==> src/rtl/fft8_frame_ctrl.sv <==
// fft8_frame_ctrl: gathers 8 ADC samples into a frame, launches it onto the combinational
// 8-point FFT core, captures the 16 result words after a settle delay and streams bins 0..7
// out under valid/ready.
// Optional feature: define FFT8_MAG_EN to add m_mag = sat(|re| + |im|) per bin.
module fft8_frame_ctrl #(
    parameter int unsigned DW         = 32,
    parameter int unsigned SETTLE_CYC = 2
) (
    input  logic            clk,
    input  logic            rst,
    input  logic            s_valid,
    output logic            s_ready,
    input  logic [DW-1:0]   s_data,
    output logic [8*DW-1:0] fft_x,
    input  logic [8*DW-1:0] fft_re,
    input  logic [8*DW-1:0] fft_im,
    output logic            m_valid,
    input  logic            m_ready,
    output logic [2:0]      m_bin,
    output logic [DW-1:0]   m_re,
    output logic [DW-1:0]   m_im,
    output logic            m_last,
    output logic            busy,
`ifdef FFT8_MAG_EN
    output logic [DW-1:0]   m_mag,
`endif
    output logic [15:0]     frame_cnt
);

    typedef enum logic [1:0] {StFill, StSettle, StCapture, StDrain} state_e;

    state_e               state_q, state_d;
    logic [2:0]           wr_idx_q;
    logic [2:0]           rd_idx_q;
    logic [3:0]           settle_q;
    logic [6:0][DW-1:0]   slot_q;   // slot 7 goes straight from s_data to fft_x at launch
    logic [7:0][DW-1:0]   cap_re_q;
    logic [7:0][DW-1:0]   cap_im_q;
    logic                 s_fire;
    logic                 m_fire;

    assign s_fire = (state_q == StFill) && s_valid;
    assign m_fire = (state_q == StDrain) && m_ready;

`ifdef FFT8_MAG_EN
    localparam logic [DW-1:0] MaxPos = {1'b0, {(DW-1){1'b1}}};
    localparam logic [DW-1:0] MinNeg = {1'b1, {(DW-1){1'b0}}};

    logic [7:0][DW-1:0] cap_mag_q;
    logic [7:0][DW-1:0] mag_calc;

    // Absolute value; the most-negative code has no positive twin, so it clips.
    function automatic logic [DW-1:0] abs_sat(input logic [DW-1:0] v);
        if (v == MinNeg) return MaxPos;
        else if (v[DW-1]) return -v;
        else return v;
    endfunction

    // Per-bin L1 magnitude, clipped to the largest positive value.
    always_comb begin
        logic [DW:0] sum;
        mag_calc = '0;
        for (int k = 0; k < 8; k++) begin
            sum = {1'b0, abs_sat(fft_re[k*DW +: DW])} + {1'b0, abs_sat(fft_im[k*DW +: DW])};
            mag_calc[k] = (sum > {1'b0, MaxPos}) ? MaxPos : sum[DW-1:0];
        end
    end

    // Magnitudes are captured together with the results.
    always_ff @(posedge clk or posedge rst) begin
        if (rst) cap_mag_q <= '0;
        else if (state_q == StCapture) cap_mag_q <= mag_calc;
    end

    assign m_mag = (state_q == StDrain) ? cap_mag_q[rd_idx_q] : '0;
`endif

    // State register.
    always_ff @(posedge clk or posedge rst) begin
        if (rst) state_q <= StFill;
        else     state_q <= state_d;
    end

    // Next-state logic.
    always_comb begin
        state_d = state_q;
        unique case (state_q)
            StFill:    if (s_fire && wr_idx_q == 3'd7) state_d = StSettle;
            StSettle:  if (settle_q == 4'd1) state_d = StCapture;
            StCapture: state_d = StDrain;
            StDrain:   if (m_fire && rd_idx_q == 3'd7) state_d = StFill;
            default:   state_d = StFill;
        endcase
    end

    // Frame assembly, settle timing, capture and drain bookkeeping.
    always_ff @(posedge clk or posedge rst) begin
        if (rst) begin
            wr_idx_q  <= '0;
            rd_idx_q  <= '0;
            settle_q  <= '0;
            slot_q    <= '0;
            fft_x     <= '0;
            cap_re_q  <= '0;
            cap_im_q  <= '0;
            frame_cnt <= '0;
        end else begin
            unique case (state_q)
                StFill: begin
                    if (s_fire) begin
                        if (wr_idx_q == 3'd7) begin
                            fft_x    <= {s_data, slot_q};
                            wr_idx_q <= '0;
                            settle_q <= 4'(SETTLE_CYC);
                        end else begin
                            slot_q[wr_idx_q] <= s_data;
                            wr_idx_q         <= wr_idx_q + 3'd1;
                        end
                    end
                end
                StSettle: settle_q <= settle_q - 4'd1;
                StCapture: begin
                    cap_re_q <= fft_re;
                    cap_im_q <= fft_im;
                    rd_idx_q <= '0;
                end
                StDrain: begin
                    if (m_fire) begin
                        rd_idx_q <= rd_idx_q + 3'd1;
                        if (rd_idx_q == 3'd7) frame_cnt <= frame_cnt + 16'd1;
                    end
                end
                default: ;
            endcase
        end
    end

    // Handshake and result outputs; result fields read zero outside DRAIN.
    always_comb begin
        s_ready = (state_q == StFill);
        busy    = (state_q != StFill);
        m_valid = (state_q == StDrain);
        m_bin   = m_valid ? rd_idx_q : 3'd0;
        m_re    = m_valid ? cap_re_q[rd_idx_q] : '0;
        m_im    = m_valid ? cap_im_q[rd_idx_q] : '0;
        m_last  = m_valid && (rd_idx_q == 3'd7);
    end

endmodule

==> config.mk <==
export PLATFORM = sky130hd
export DESIGN_NAME = fft8_frame_ctrl
export DESIGN_NICKNAME = d
export VERILOG_FILES = /design/src/rtl/fft8_frame_ctrl.sv
export SDC_FILE = /design/constraint.sdc
export NUM_CORES = 2
export LEC_CHECK = 0
export ABC_AREA = 1
export CAP_MARGIN = 10
export CORE_ASPECT_RATIO = 1.25
export CORE_MARGIN = 2
export CORE_UTILIZATION = 27
export CTS_CLUSTER_SIZE = 24
export DETAILED_ROUTE_END_ITERATION = 10
export REMOVE_ABC_BUFFERS = 1
export SKIP_CTS_REPAIR_TIMING = 1
export SLEW_MARGIN = 20
export SYNTH_ARGS = -nofsm -noshare
export SYNTH_HDL_FRONTEND = slang
export SYNTH_SLANG_ARGS = --single-unit
==> constraint.sdc <==
create_clock -name clk -period 41.1 [get_ports clk]
set_clock_uncertainty 0.05 [all_clocks]
set_input_delay 8.22 -clock clk [delete_from_list [all_inputs] [get_ports clk]]
set_output_delay 8.22 -clock clk [all_outputs]
set_load 0.02 [all_outputs]
-- Word-level counts from Yosys, hierarchy flattened
Index checks and enable logic that the tools add are counted.
- bits in registers: 1020
- input bits: 548
- add/sub/neg operators: 4
- $lt $le $gt $ge: 3
- equal/unequal tests: 12
- muxes and demuxes: 20
- bitwise operators: 1
- reduce and logical (&&, ||, !) cells: 17
- operators by type and width (cell ; number):
    224-bit bitwise mux ; 1
    32-bit binary-select mux with 3-bit select ; 2
    32-bit two-way mux ; 5
    32-bit demux with 3-bit select ; 1
    16-bit by 1-bit adder with 16-bit output (second input constant) ; 1
    3-bit AND reduction ; 5
    2-bit by 1-bit inequality test with 1-bit output (second input constant) ; 5
    3-bit two-way mux ; 3
    3-bit by 4-bit < comparator with 1-bit output (second input constant) ; 2
    4-bit two-way mux ; 2
    2-bit case mux with 4 select lines ; 1
    4-bit case mux with 2 select lines ; 1
    3-bit by 1-bit adder with 3-bit output (second input constant) ; 2
    3-bit equality test (second input constant) ; 2
    1-bit logical AND ; 6
    2-bit two-way mux ; 3
    3-bit case mux with 2 select lines ; 1
    2-bit nonzero test ; 3
    2-bit equality test (second input constant) ; 2
    4-bit by 1-bit equality test with 1-bit output (second input constant) ; 1
    2-bit AND reduction ; 2
    4-bit by 1-bit subtractor with 4-bit output (second input constant) ; 1
    3-bit by 1-bit greater-or-equal comparator with 1-bit output (second input constant) ; 1
    2-bit by 1-bit equality test with 1-bit output (second input constant) ; 1
    other kinds (3) ; 3

-- Longest topological paths before layout
- depth after elaboration: 5
- mapped depth: 10
- mapped depth without buffers: 10

-- Worst setup path before layout
No wires, ideal clock.
- kind: reg2out
- start: register state_q[0]
- end: output port m_im[10]
- data arrival time: 1.640 ns
- data required time: 32.830 ns
- slack: 31.190 ns
- stages on the path, launching flop included: 8
- buffers on the path: 2
- cell sequence: dfrtp_1 -> ha_1 -> buf_2 -> inv_1 -> nor2_2 -> buf_2 -> nand2_1 -> nand2_1
- word-level cells in the longest chain between the ends: 2
- ends and longest elaborated chain (item ; line ; RTL):
    start: declaration ; 32 ; state_e state_q, state_d;
    start signal: assignment ; 80 ; if (rst) state_q <= StFill;
    start signal: assignment ; 81 ; else state_q <= state_d;
    2-bit equality test ; 142 ; m_valid = (state_q == StDrain);
    named net m_valid ; 17 ; output logic m_valid,
    32-bit two-way mux ; 145 ; m_im = m_valid ? cap_im_q[rd_idx_q] : '0;
    end: declaration ; 21 ; output logic [DW-1:0] m_im,
The timed path passes the listed nets, and every way through them passes these cells.

-- Final worst setup path
- start: register rd_idx_q[0]
- end: output port m_im[8]
- word-level cells in the longest chain between the ends: 3
- ends and longest elaborated chain (item ; line ; RTL):
    start: declaration ; 34 ; logic [2:0] rd_idx_q;
    start signal: assignment ; 129 ; rd_idx_q <= rd_idx_q + 3'd1;
    32-bit binary-select mux with 3-bit select ; 145 ;
    32-bit two-way mux (not written as such) ; 145 ;
    32-bit two-way mux ; 145 ;
Every way passes these cells. The select of a mux whose other input is x is not followed.

==> results.ini <==
[run_status]
outcome=complete, no violations

[logic_synthesis]
synth-edff-count=0
yosysMostFrequentCell=nand2_1
synthTopCellsByCount=nand2_1 (2398), dfrtp_1 (1020), o21ai_0 (559)
yosysSeqAreaShare_pct=59.1
synth.cell_area_um2=43200
synthCells=5092
ys_top_cells_by_area=dfrtp_1 (59%), nand2_1 (21%), o21ai_0 (6.5%), inv_1 (1.9%), a21oi_1 (1.9%)
synth_area_per_cell_um2=8.49
synth_ff_type=dfrtp_1
ys_seq_elements=1020
synth_top_area_share_pct=59.1
yosysUniqueCellTypes=32
ys_warn_count=0
yosysTopAreaCell=dfrtp_1
ys_async_sr_fraction_pct=100

[global_routing]
grt_pass1_vias=35511
grt_pass1_wl_um=225000
grt_antenna_before_repair=60
grt_max_degree=203
grt_overflow=0
track_usage_pct=18.1

[placement]
io_buffers=890
placed_cells=7793
gp_congestion=0.861
dp_hpwl_um=102000

[clock_tree]
worstSkewPairLatency_ps=720
clk_pin_slew_ps=70
cts-htree-levels=3
cts_sinks=1020
cts_root_buf=clkbuf_16
cts_buffers=108
cts_tree=built
cts_max_path_buffers=3

[die]
fp-row-count=164
die_h_um=451
core_area_um2=159000
die-area_um2=163000
io_pins=891
initial_utilization_pct=27.1
die_width_um=362

[min_path]
hold_end=fft_x[44]$_DFFE_PP0P_
hp-class=reg2reg
min-delay-start=slot_q[44]$_DFFE_PP0P_
holdPathStages=2

[setup_path]
end_kind=output pin
cp-start-kind=flip-flop
crit_arrival_ps=4680
r2r_cells=8
reg2reg_slack_ps=36240
timing_worst_setup_path_type=reg2out
crit_fanout=72
r2r-start=state_q[0]$_DFFE_PP0P_
worstPathRequired_ps=32830
reg2reg_to=cap_re_q[155]$_DFFE_PP0P_

[route]
drtIter0Drc=2646
postRouteWirelength_um=151000
viasPerCell=4.56
drc=0
drtAntennaViolNets=0
drtPass1Iterations=5
vias=36547
avgRoutedWirePerCell_um=18.9

[cells_and_area]
fillers=16269
final_util_pct=36.0
nets=6389
seqCellArea_um2=25500
stdcell_count=8021
drive_gt1_share_pct=5.96
multiInputGateArea_um2=15100
area_growth_pct=32.8

[sta]
finalSetupViolCount=0
slew-limit-headroom_pct=26.2
finalHoldViolations=0
period_needed_ps=12950
final.setup.tns_ps=0
fin_crit_sh_pct=31.5
worst_pin_slew_ps=1110
max_freq_ghz=0.0772
rsz0062_at_grt=no
drv_slew=0

[power_and_ir_drop]
power.density_nw_per_um2=73.3
power_switching_share_pct=38.1
vdd_drop_max_uv=42.8
switching_power_mw=1.60
p_int_mw=2.61
combPwrFrac_pct=35.0
p_seq_share_pct=39.8
clkPwrFrac_pct=25.1
power.total_mw=4.21
p_leak_nw=27.6

[run]
maxCapViolCount=0

registers in the layout, indices dropped and copies added (netlist names):
signal and flops:
settle_q 4, rd_idx_q 3, state_q 2, cap_im_q 256, frame_cnt 16, fft_x 256
slot_q 224, cap_re_q 256, wr_idx_q 3
layer usage:
layer	global-route usage, %	up-vias	routed length (um)
met3	7.55	271	16500
met2	27.9	1284	67100
met1	22.5	17484	62500
li1	-	17440	-
met5	0	-	427
met4	6.67	68	4860
final cells by class:
| cell class | instances | share of cell area, % |
|---|---|---|
| Timing Repair Buffer | 937 | 16.2 |
| Clock buffer | 153 | 5.59 |
| Clock inverter | 46 | 1.11 |
| Multi-Input combinational cell | 3530 | 26.4 |
| Sequential cell | 1020 | 44.5 |
| Inverter | 232 | 1.58 |
| Tap cell | 2075 | 4.52 |
| Antenna cell | 28 | 0.122 |
placed cells by master, fill, tap and decap left out, types with 28 or more instances in the layout:
cell type / instances
a21oi_1: 162
o21ai_1: 148
clkbuf_16: 112
nor2_1: 114
buf_4: 42
clkdlybuf4s50_1: 890
o21ai_2: 78
dfrtp_1: 1018
o21ai_0: 558
nand2_1: 2398
inv_1: 221
diode_2: 28
worst max path at each step:
stage          slack (ps)  cells past startpoint                       to                    start
4_1_cts             28030                      8                  m_im[6]  rd_idx_q[0]$_DFFE_PP0P_
6_report            28150                      8                  m_im[8]  rd_idx_q[0]$_DFFE_PP0P_
3_3_place_gp        27970                      6  rd_idx_q[0]$_DFFE_PP0P_                      rst
5_1_grt             27810                      8                  m_im[8]  rd_idx_q[0]$_DFFE_PP0P_
3_5_place_dp        27950                      6  rd_idx_q[0]$_DFFE_PP0P_                      rst
2_1_floorplan        4130                      1  cap_im_q[0]$_DFFE_PP0P_                      rst
per-stage QoR:
step                      instance area, um^2  hold slack [ps]  setup WS, ps
after floorplan                         41500              387          4130
after global placement                  53400              398         27970
after detailed placement                53500              402         27950
after CTS                               57300              412         28030
after global routing                    57300              419         27810
final                                   57400              408         28150
power groups by stage:
stage          Sequential [mW]  Combinational (mW)  Clock (mW)
4_1_cts                   1.68                1.50        1.08
3_5_place_dp              1.68                1.49           0
3_3_place_gp              1.68                1.46           0
5_1_grt                   1.73                1.66        1.12
6_report                  1.68                1.47        1.06
2_1_floorplan             1.75               0.944           0
critical path: stages, from the launching register on:
cell and delay (ps):
dfrtp_4 730, inv_6 420, buf_4 580, buf_4 760
o21ai_0 200, nand2_1 90, nand2_1 50, nand2_1 220
clkdlybuf4s50_1 680
cell families (layout without fill, tap and decap cells):
group / after synthesis / after routing / share of synthesized area (%)
buf+inv: 542 / 1368 / 6.01
flops: 1020 / 1020 / 59.1
xor+xnor: 10 / 10 / 0.203
other cells: 0 / 28 / 0
fa+ha+maj: 12 / 12 / 0.347
simple gates: 2561 / 2561 / 22.7
compound gates: 947 / 947 / 11.6
Note: power is estimated with default switching activity, not from simulation.
